--- config.mk ---
export PLATFORM = sky130hd
export DESIGN_NAME = video_coord_tagger_flat
export DESIGN_NICKNAME = d
export VERILOG_FILES = /design/src/rtl/video_pkg.sv /design/src/rtl/video_coord_tagger_if.sv /design/src/rtl/video_coord_tagger_axis_skid_buffer.sv /design/src/rtl/video_coord_tagger.sv /design/src/flat_wrapper.sv
export SDC_FILE = /design/constraint.sdc
export NUM_CORES = 1
export LEC_CHECK = 0
export ABC_AREA = 1
export BUFFER_PORTS_ARGS = -buffer_cell sky130_fd_sc_hd__buf_4
export CORE_ASPECT_RATIO = 0.75
export CORE_MARGIN = 8
export CORE_UTILIZATION = 30
export CTS_BUF_LIST = sky130_fd_sc_hd__clkbuf_2 sky130_fd_sc_hd__clkbuf_4 sky130_fd_sc_hd__clkbuf_8
export CTS_CLUSTER_SIZE = 25
export DETAILED_ROUTE_END_ITERATION = 12
export SKIP_LAST_GASP = 1
export SYNTH_ARGS = -nofsm -noshare
export SYNTH_HDL_FRONTEND = slang
export SYNTH_HIERARCHICAL = 1
export SYNTH_SLANG_ARGS = --single-unit
--- constraint.sdc ---
create_clock -name clk -period 2.3 [get_ports clk]
set_clock_uncertainty 0.15 [all_clocks]
set_input_delay 0.46 -clock clk [delete_from_list [all_inputs] [get_ports clk]]
set_output_delay 0.46 -clock clk [all_outputs]
set_load 0.02 [all_outputs]
--- src/rtl/video_pkg.sv ---
// Shared types and constants for the video coordinate tagging path.
// Coordinate width, default raster size, FSM state and pixel type.
package video_pkg;

  localparam int COORD_W         = 11;
  localparam int H_ACTIVE_DEF    = 1280;
  localparam int V_ACTIVE_DEF    = 720;
  localparam int COLOR_WIDTH_DEF = 8;

  typedef logic [COORD_W-1:0] coord_t;

  localparam coord_t COORD_MAX = '1;

  typedef enum logic [0:0] {
    WAIT_SOF = 1'b0,
    ACTIVE   = 1'b1
  } state_t;

  typedef logic [3*COLOR_WIDTH_DEF-1:0] pixel_t;

  // Increment that sticks at the top of the coordinate range.
  function automatic coord_t sat_inc(coord_t v);
    return (v == COORD_MAX) ? v : v + coord_t'(1);
  endfunction

endpackage

--- src/rtl/video_coord_tagger_if.sv ---
// AXI4-Stream video bundle: pixel, sideband and valid/ready.
// master drives the beat, slave returns tready.
interface video_coord_tagger_if #(
  parameter int COLOR_WIDTH = 8
);

  logic [3*COLOR_WIDTH-1:0] tdata;
  logic                     tlast;
  logic                     tuser;
  logic                     tvalid;
  logic                     tready;

  modport master (
    output tdata,
    output tlast,
    output tuser,
    output tvalid,
    input  tready
  );

  modport slave (
    input  tdata,
    input  tlast,
    input  tuser,
    input  tvalid,
    output tready
  );

endinterface

--- src/rtl/video_coord_tagger_axis_skid_buffer.sv ---
// Two-entry skid buffer: registered output plus one skid slot.
// Ports: clk/reset, in_* (sink side), out_* (source side).
module axis_skid_buffer #(
  parameter int WIDTH = 8
) (
  input  logic             clk,
  input  logic             reset,
  input  logic [WIDTH-1:0] in_data,
  input  logic             in_valid,
  output logic             in_ready,
  output logic [WIDTH-1:0] out_data,
  output logic             out_valid,
  input  logic             out_ready
);

  logic [WIDTH-1:0] skid_data;
  logic             skid_valid;
  logic             push;
  logic             load;

  assign push = in_valid && in_ready;
  assign load = !out_valid || out_ready;

  // in_ready is a register: it falls the cycle after the skid
  // slot fills, so one beat can still land while the output
  // register is stalled.
  always_ff @(posedge clk) begin
    if (reset) begin
      out_valid  <= 1'b0;
      out_data   <= '0;
      skid_valid <= 1'b0;
      skid_data  <= '0;
      in_ready   <= 1'b0;
    end else if (load) begin
      in_ready <= 1'b1;
      if (skid_valid) begin
        out_data   <= skid_data;
        out_valid  <= 1'b1;
        skid_valid <= 1'b0;
      end else begin
        out_valid <= push;
        if (push) begin
          out_data <= in_data;
        end
      end
    end else if (push) begin
      skid_data  <= in_data;
      skid_valid <= 1'b1;
      in_ready   <= 1'b0;
    end else begin
      in_ready <= !skid_valid;
    end
  end

endmodule

--- src/rtl/video_coord_tagger.sv ---
// Tags accepted video beats with X/Y, flags malformed frames.
// Ports: clk/reset, video_in/video_out streams, X/Y, errors, frame_count.
module video_coord_tagger
  import video_pkg::*;
#(
  parameter int COLOR_WIDTH = COLOR_WIDTH_DEF,
  parameter int H_ACTIVE    = H_ACTIVE_DEF,
  parameter int V_ACTIVE    = V_ACTIVE_DEF
) (
  input  logic                   clk,
  input  logic                   reset,
  video_coord_tagger_if.slave    video_in,
  video_coord_tagger_if.master   video_out,
  output logic [COORD_W-1:0]     video_out_X,
  output logic [COORD_W-1:0]     video_out_Y,
  output logic                   err_early_eol,
  output logic                   err_late_eol,
  output logic                   err_sof,
  output logic [15:0]            frame_count
);

  localparam int PIX_W = 3 * COLOR_WIDTH;
  localparam int PAY_W = PIX_W + 2 + 2 * COORD_W;

  localparam coord_t X_LAST = coord_t'(H_ACTIVE - 1);
  localparam coord_t Y_LAST = coord_t'(V_ACTIVE - 1);

  state_t state;
  state_t state_n;
  coord_t x;
  coord_t y;
  coord_t x_n;
  coord_t y_n;
  coord_t tag_x;
  coord_t tag_y;

  logic accept;
  logic fwd;
  logic sof;
  logic early;
  logic late;
  logic frame_done;
  logic in_ready;
  logic out_valid;

  logic [PAY_W-1:0] in_pay;
  logic [PAY_W-1:0] out_pay;

  assign accept          = video_in.tvalid && in_ready;
  assign video_in.tready = in_ready;

  // tuser always restarts the raster at (0,0); tlast handling
  // then runs on the restarted coordinates.
  always_comb begin
    fwd        = (state == ACTIVE) || video_in.tuser;
    sof        = (state == ACTIVE) && video_in.tuser;
    tag_x      = video_in.tuser ? '0 : x;
    tag_y      = video_in.tuser ? '0 : y;
    early      = 1'b0;
    late       = 1'b0;
    frame_done = 1'b0;
    x_n        = x;
    y_n        = y;
    state_n    = state;
    if (fwd) begin
      state_n = ACTIVE;
      if (video_in.tlast) begin
        early = tag_x < X_LAST;
        x_n   = '0;
        if (tag_y == Y_LAST) begin
          frame_done = 1'b1;
          y_n        = '0;
          state_n    = WAIT_SOF;
        end else begin
          y_n = sat_inc(tag_y);
        end
      end else begin
        late = tag_x == X_LAST;
        x_n  = sat_inc(tag_x);
        y_n  = tag_y;
      end
    end
  end

  always_ff @(posedge clk) begin
    if (reset) begin
      state         <= WAIT_SOF;
      x             <= '0;
      y             <= '0;
      frame_count   <= '0;
      err_early_eol <= 1'b0;
      err_late_eol  <= 1'b0;
      err_sof       <= 1'b0;
    end else begin
      err_early_eol <= accept && early;
      err_late_eol  <= accept && late;
      err_sof       <= accept && sof;
      if (accept) begin
        state <= state_n;
        x     <= x_n;
        y     <= y_n;
        if (frame_done) begin
          frame_count <= frame_count + 16'd1;
        end
      end
    end
  end

  assign in_pay = {
    video_in.tdata,
    video_in.tlast,
    video_in.tuser,
    tag_x,
    tag_y
  };

  axis_skid_buffer #(
    .WIDTH (PAY_W)
  ) u_skid (
    .clk       (clk),
    .reset     (reset),
    .in_data   (in_pay),
    .in_valid  (video_in.tvalid && fwd),
    .in_ready  (in_ready),
    .out_data  (out_pay),
    .out_valid (out_valid),
    .out_ready (video_out.tready)
  );

  assign video_out.tvalid = out_valid;

  assign {
    video_out.tdata,
    video_out.tlast,
    video_out.tuser,
    video_out_X,
    video_out_Y
  } = out_pay;

endmodule

--- src/flat_wrapper.sv ---
// flat-port wrapper written by rule: the top's interface ports become plain ports
module video_coord_tagger_flat import video_pkg::*;
#(
  parameter int COLOR_WIDTH = COLOR_WIDTH_DEF,
  parameter int H_ACTIVE    = H_ACTIVE_DEF,
  parameter int V_ACTIVE    = V_ACTIVE_DEF
)
  (clk, reset, video_out_X, video_out_Y, err_early_eol, err_late_eol, err_sof, frame_count, video_in_tdata, video_in_tlast, video_in_tuser, video_in_tvalid, video_in_tready, video_out_tdata, video_out_tlast, video_out_tuser, video_out_tvalid, video_out_tready);
  video_coord_tagger_if #(.COLOR_WIDTH(COLOR_WIDTH)) video_in_i ();
  video_coord_tagger_if #(.COLOR_WIDTH(COLOR_WIDTH)) video_out_i ();
  input  logic clk;
  input  logic reset;
  output logic [COORD_W-1:0] video_out_X;
  output logic [COORD_W-1:0] video_out_Y;
  output logic err_early_eol;
  output logic err_late_eol;
  output logic err_sof;
  output logic [15:0] frame_count;
  input wire logic [$bits(video_in_i.tdata)-1:0] video_in_tdata;
  input wire logic [$bits(video_in_i.tlast)-1:0] video_in_tlast;
  input wire logic [$bits(video_in_i.tuser)-1:0] video_in_tuser;
  input wire logic [$bits(video_in_i.tvalid)-1:0] video_in_tvalid;
  output wire logic [$bits(video_in_i.tready)-1:0] video_in_tready;
  output wire logic [$bits(video_out_i.tdata)-1:0] video_out_tdata;
  output wire logic [$bits(video_out_i.tlast)-1:0] video_out_tlast;
  output wire logic [$bits(video_out_i.tuser)-1:0] video_out_tuser;
  output wire logic [$bits(video_out_i.tvalid)-1:0] video_out_tvalid;
  input wire logic [$bits(video_out_i.tready)-1:0] video_out_tready;
  assign video_in_i.tdata = video_in_tdata;
  assign video_in_i.tlast = video_in_tlast;
  assign video_in_i.tuser = video_in_tuser;
  assign video_in_i.tvalid = video_in_tvalid;
  assign video_in_tready = video_in_i.tready;
  assign video_out_tdata = video_out_i.tdata;
  assign video_out_tlast = video_out_i.tlast;
  assign video_out_tuser = video_out_i.tuser;
  assign video_out_tvalid = video_out_i.tvalid;
  assign video_out_i.tready = video_out_tready;
  video_coord_tagger #(.COLOR_WIDTH(COLOR_WIDTH), .H_ACTIVE(H_ACTIVE), .V_ACTIVE(V_ACTIVE)) u_core (.clk(clk), .reset(reset), .video_in(video_in_i), .video_out(video_out_i), .video_out_X(video_out_X), .video_out_Y(video_out_Y), .err_early_eol(err_early_eol), .err_late_eol(err_late_eol), .err_sof(err_sof), .frame_count(frame_count));
endmodule
After elaboration in Yosys (flattened, before gate mapping)
Cells that the tools add are included.

Register bits after elaboration: 141. Input bits: 30. Logic and storage cells: 59.

Add/subtract/negate cells: 3. Order comparisons: 1. Eq/ne operators: 4. Multiplexer cells: 21. Bitwise gates (word level): 1. Reduce and logical (&&, ||, !) cells: 17.

Operators by type and width (count): $mux W48 (2); $mux W11 (7); $eq A11 B11 Y1 const B (3); $add A11 B1 Y11 const B (2); $add A16 B1 Y16 const B (1); $mux W1 (12); $eq A11 B10 Y1 const B (1); $lt A11 B11 Y1 const B (1); $reduce_and A2 Y1 (4); $logic_and A1 B1 Y1 (7); $logic_not A1 Y1 (2); $logic_or A1 B1 Y1 (2); $reduce_bool A2 Y1 (1); $reduce_or A2 Y1 (1); $not A1 Y1 (1).

Longest topological paths before layout
Depth in word-level cells: 6. Depth in mapped cells: 15.

Modules after synthesis
The synthesis kept the hierarchy.

By module, submodules not included: axis_skid_buffer (instances 1, cells each 727, area an instance 4508.1 sq um, seq. area each 1981.9 sq um); video_coord_tagger (instances 1, cells each 433, area an instance 2698.8 sq um, seq. area each 840.8 sq um).

Worst setup path before layout
No wires, ideal clock.

Kind: input to register. Start: input port video_in_tuser. End: register u_core.frame_count[10]. Arrival: 1886 ps. Required time: 2018 ps. Slack: 132 ps. Cell stages on the path: 12. Path through: inv_2 buf_4 nand2_1 inv_1 ha_1 nand2_1 nor2_4 nand4_1 nor2_4 nand2_2 nand2_1 a21oi_1.

Longest elaborated chain between the ends: 6. Elaborated cells between the ends (all ways): 7.

Ends and longest elaborated chain: start, declared (line flat_wrapper.sv:21) `input wire logic [$bits(video_in_i.tuser)-1:0] video_in_tuser;`; $mux W11 (line video_coord_tagger.sv:58) `tag_y = video_in.tuser ? '0 : y;`; via u_core.tag_y[0] (line video_coord_tagger.sv:35) `coord_t tag_y;`; $eq A11 B10 Y1 (line video_coord_tagger.sv:70) `if (tag_y == Y_LAST) begin`; $mux W1 (line video_coord_tagger.sv:70); $mux W1 (line video_coord_tagger.sv:67) `if (video_in.tlast) begin`; $mux W1 (line video_coord_tagger.sv:65) `if (fwd) begin`; $reduce_and A2 Y1 (no source line); end signal, assigned (line video_coord_tagger.sv:103) `frame_count <= frame_count + 16'd1;`; end, declared (line video_coord_tagger.sv:19) `output logic [15:0] frame_count`.

The timed path passes the listed nets, and every way through them passes these cells. A chain may end at the register's enable or synchronous reset.

Worst setup path after layout
Start: register u_core.y[1]. End: register u_core.y[1].

Longest elaborated chain between the ends: 5. Elaborated cells between the ends (all ways): 7.

Ends and longest elaborated chain: start, declared (line video_coord_tagger.sv:31) `coord_t y;`; start signal, assigned (line video_coord_tagger.sv:101) `y <= y_n;`; $mux W11 (*) (line video_coord_tagger.sv:58); via u_core.tag_y[1] (line video_coord_tagger.sv:35); $add A11 B1 Y11 or $eq A11 B11 Y1 (tied branches) (line video_pkg.sv:23) `return (v == COORD_MAX) ? v : v + coord_t'(1);`; $mux W11 (line video_pkg.sv:23); $mux W11 (line video_coord_tagger.sv:70); $mux W11 (*) (line video_coord_tagger.sv:67).

Mark *: on every way through the listed nets, which the timed path passes. The rest lies on a longest branch.

==> flow_summary.yaml <==
worst_setup_path:
  critPathMaxFanout: 7
  crit_start: "u_core/y[1]"
  crit_arrival_ns: 2.19
  rrSetupSlack_ns: 0.30
  r2r_cells: 12
  end_kind: "flip-flop"
  r2r-start: "u_core/y[1]"
  reg2reg_to: "u_core/y[1]"
  startpoint_type: "flip-flop"
  criticalPathCategory: "reg -> reg"
  critical_path_required_ns: 2.50
  endpoint: "u_core/y[1]"
layout:
  fill_cells: 2609
  final_area_sq_mm: 0.008711
  area_growth_pct: 20.87
  nets: 1277
  multi_input_area_sq_mm: 0.003530
  seq_area_sq_mm: 0.002824
  antenna_cells: 0
  drive_gt1_share_pct: 14.40
sta:
  max_freq_mhz: 500.8
  slew_violations: 0
  hold_ws_ns: 0.1599
  grt_setup_unrepaired: "no"
  relSlewSlack_pct: 60.34
  hold_violations: 0
  min_period_ns: 1.997
  fin_setup_tns_ns: 0
  worst_slew_pin_slew_ns: 0.5942
  period_share_pct: 86.81
  setup_violations: 0
route:
  met1_length_um: 9021
  dr_wl_met2_um: 7952
  wl_met3_um: 741
  drtAntennaViolNets: 0
  drcViolationCount: 0
  detail_route.first_pass.iterations: 5
  wl_um: 17970
  dr.max_layer_used: "met4"
  drt_iter0_markers: 387
  wire_per_inst_um: 11.50
  vias_per_cell: 4.340
  vias: 6784
grt:
  grt_antenna_before_repair: 0
  track_usage_pct: 12.31
  grt_pass1_wl_um: 30100
  overflow: 0
  grt_max_degree: 97
  grt_pass1_vias: 6230
power_and_ir_drop:
  p_per_area_mw_per_mm2: 593.5
  leakagePower_nw: 3.998
  clkPwrFrac_pct: 40.9
  pwr-share-comb_pct: 10.0
  power_frac_seq_pct: 49.1
  irDropWorstVdd_uv: 346.2
  p_sw_share_pct: 25.75
  switching_power_w: 0.001331
  internal-power_w: 0.003838
yosys:
  synth_seq_cells: 141
  synth_nets: 1193
  syn-instance-count: 1160
  synth.cell_area_sq_mm: 0.007207
  postSynthAreaPerCell_sq_um: 6.213
  synth_cell_types: 32
  yosysWarnings: 6
  yosysSeqAreaShare_pct: 39.17
cts:
  cts_buffer_depth: 2
  cts_buffers: 17
  cts_resized: 0
  cts_tree: "done"
  htreeDepth: 4
  hold_buffers: 0
  clkTransAtPathRegs_ns: 0.08
  root_buffer: "clkbuf_8"
  postCtsSetupBuffers: 0
  clkLatencyLatePin_ns: 0.44
  clkSinkCount: 141
min_path:
  hold-path-cell-count: 3
  hold_class: "in -> reg"
placed_design:
  place.gp.congestion: 0.8683
  placed_cell_area_sq_mm: 0.008287
  dp_hpwl_um: 12310
  port-buffer-count: 98
job:
  max_cap_viol_count: 0
status:
  status: "complete, no violations"
die:
  coreArea_sq_mm: 0.02379
  die_w_um: 195.0
  num_io_pins: 99
  die_h_um: 150.2
  die_area_sq_mm: 0.02929
  fp-row-count: 49
  start_util_pct: 30.30
[kinds of logic after synthesis]
family	Yosys count	synth area share, %
xor+xnor	16	1.944
flops	141	39.17
buf+inv	201	11.93
compound gates	91	6.424
simple gates	708	40.02
fa+ha+maj	3	0.5209
[power groups by stage]
stage	Combinational, W	Sequential [W]	Clock (W)
global placement	0.000524	0.00260	0
global route	0.000586	0.00255	0.00230
floorplan	0.000260	0.00266	0
finish	0.000519	0.00254	0.00211
detailed placement	0.000527	0.00260	0
CTS	0.000530	0.00254	0.00222
[cell type report]
class / count / area share [%]
multi-input combinational: 818 / 40.52
tap: 306 / 4.395
sequential: 141 / 32.42
timing repair buffer: 117 / 11.38
clock buffer: 23 / 3.634
inverter: 149 / 6.421
clock inverter: 9 / 1.235
[through the flow]
stage	util, %	power [W]	std cells	setup WS [ns]
floorplan	-	0.002918	1160	0.1318
global placement	34.84	0.003119	1531	0.03078
detailed placement	34.84	0.003123	1531	-0.01254
CTS	36.62	0.005289	1563	0.3164
global route	36.62	0.005436	1563	0.06057
finish	36.62	0.005170	1563	0.3034
[synthesized netlist by cell type, drive strengths merged]
cell type  number  area [sq um]
nand4          13         87.58
o22ai           1         6.260
clkinv          1         3.750
dfxtp         141          2823
a31oi           1         6.260
xor2           10         87.58
inv           148         555.5
nand3b          1         7.510
o21ai          59         295.3
a21oi          28         140.1
xnor2           6         52.55
buf            35         236.5
nor4            1         6.260
o21bai          1         7.510
a21boi          1         7.510
nor3            5         30.03
nand2         375          1415
clkbuf         17         63.81
nand3          50         260.3
nor2          263          1077
ha              3         37.54
[routing by layer]
| layer | track usage (%) | up-vias |
|---|---|---|
| met5 | 0 | - |
| met4 | 4.650 | 0 |
| met3 | 2.948 | 16 |
| met2 | 19.75 | 102 |
| met1 | 15.91 | 3005 |
| li1 | - | 3661 |
[registers in the layout, indices dropped and copies added, names as in the netlist]
signal / cells
u_core/state: 1
u_core/u_skid/out_valid: 1
u_core/u_skid/skid_valid: 1
u_core/u_skid/out_data: 48
u_core/u_skid/in_ready: 1
u_core/x: 11
u_core/err_sof: 1
u_core/u_skid/skid_data: 48
u_core/y: 11
u_core/err_early_eol: 1
u_core/err_late_eol: 1
u_core/frame_count: 16
[cells in the final DEF, fill, tap and decap left out, drive strengths merged, types with 2 or more instances in the layout]
| cell | n |
|---|---|
| a21oi | 28 |
| buf | 117 |
| bufinv | 2 |
| clkbuf | 23 |
| clkinv | 2 |
| clkinvlp | 5 |
| dfxtp | 141 |
| ha | 3 |
| inv | 149 |
| nand2 | 375 |
| nand3 | 50 |
| nand4 | 13 |
| nor2 | 263 |
| nor3 | 5 |
| o21ai | 59 |
| xnor2 | 6 |
| xor2 | 10 |
[critical path, stage by stage, from the launching register on]
cell     delay [ns]
dfxtp_1        0.37
nand2_1        0.09
inv_1          0.08
ha_1           0.18
nand2_1        0.11
inv_1          0.07
nand2_1        0.08
nor2_2         0.17
nand4_2        0.21
nand2_1        0.19
nand2_1        0.07
nand3_1        0.08
nand2_1        0.05
[worst min path at each step]
stage,start,to,slack [ns]
2_1_floorplan,u_core/y[10],u_core/y[10],0.30
3_3_place_gp,u_core/y[10],u_core/y[10],0.31
3_5_place_dp,u_core/y[10],u_core/y[10],0.32
4_1_cts,video_out_tready,u_core/u_skid/in_ready,0.11
5_1_grt,video_out_tready,u_core/u_skid/in_ready,0.13
6_report,video_out_tready,u_core/u_skid/in_ready,0.16
(Power assumes the default switching activity.)
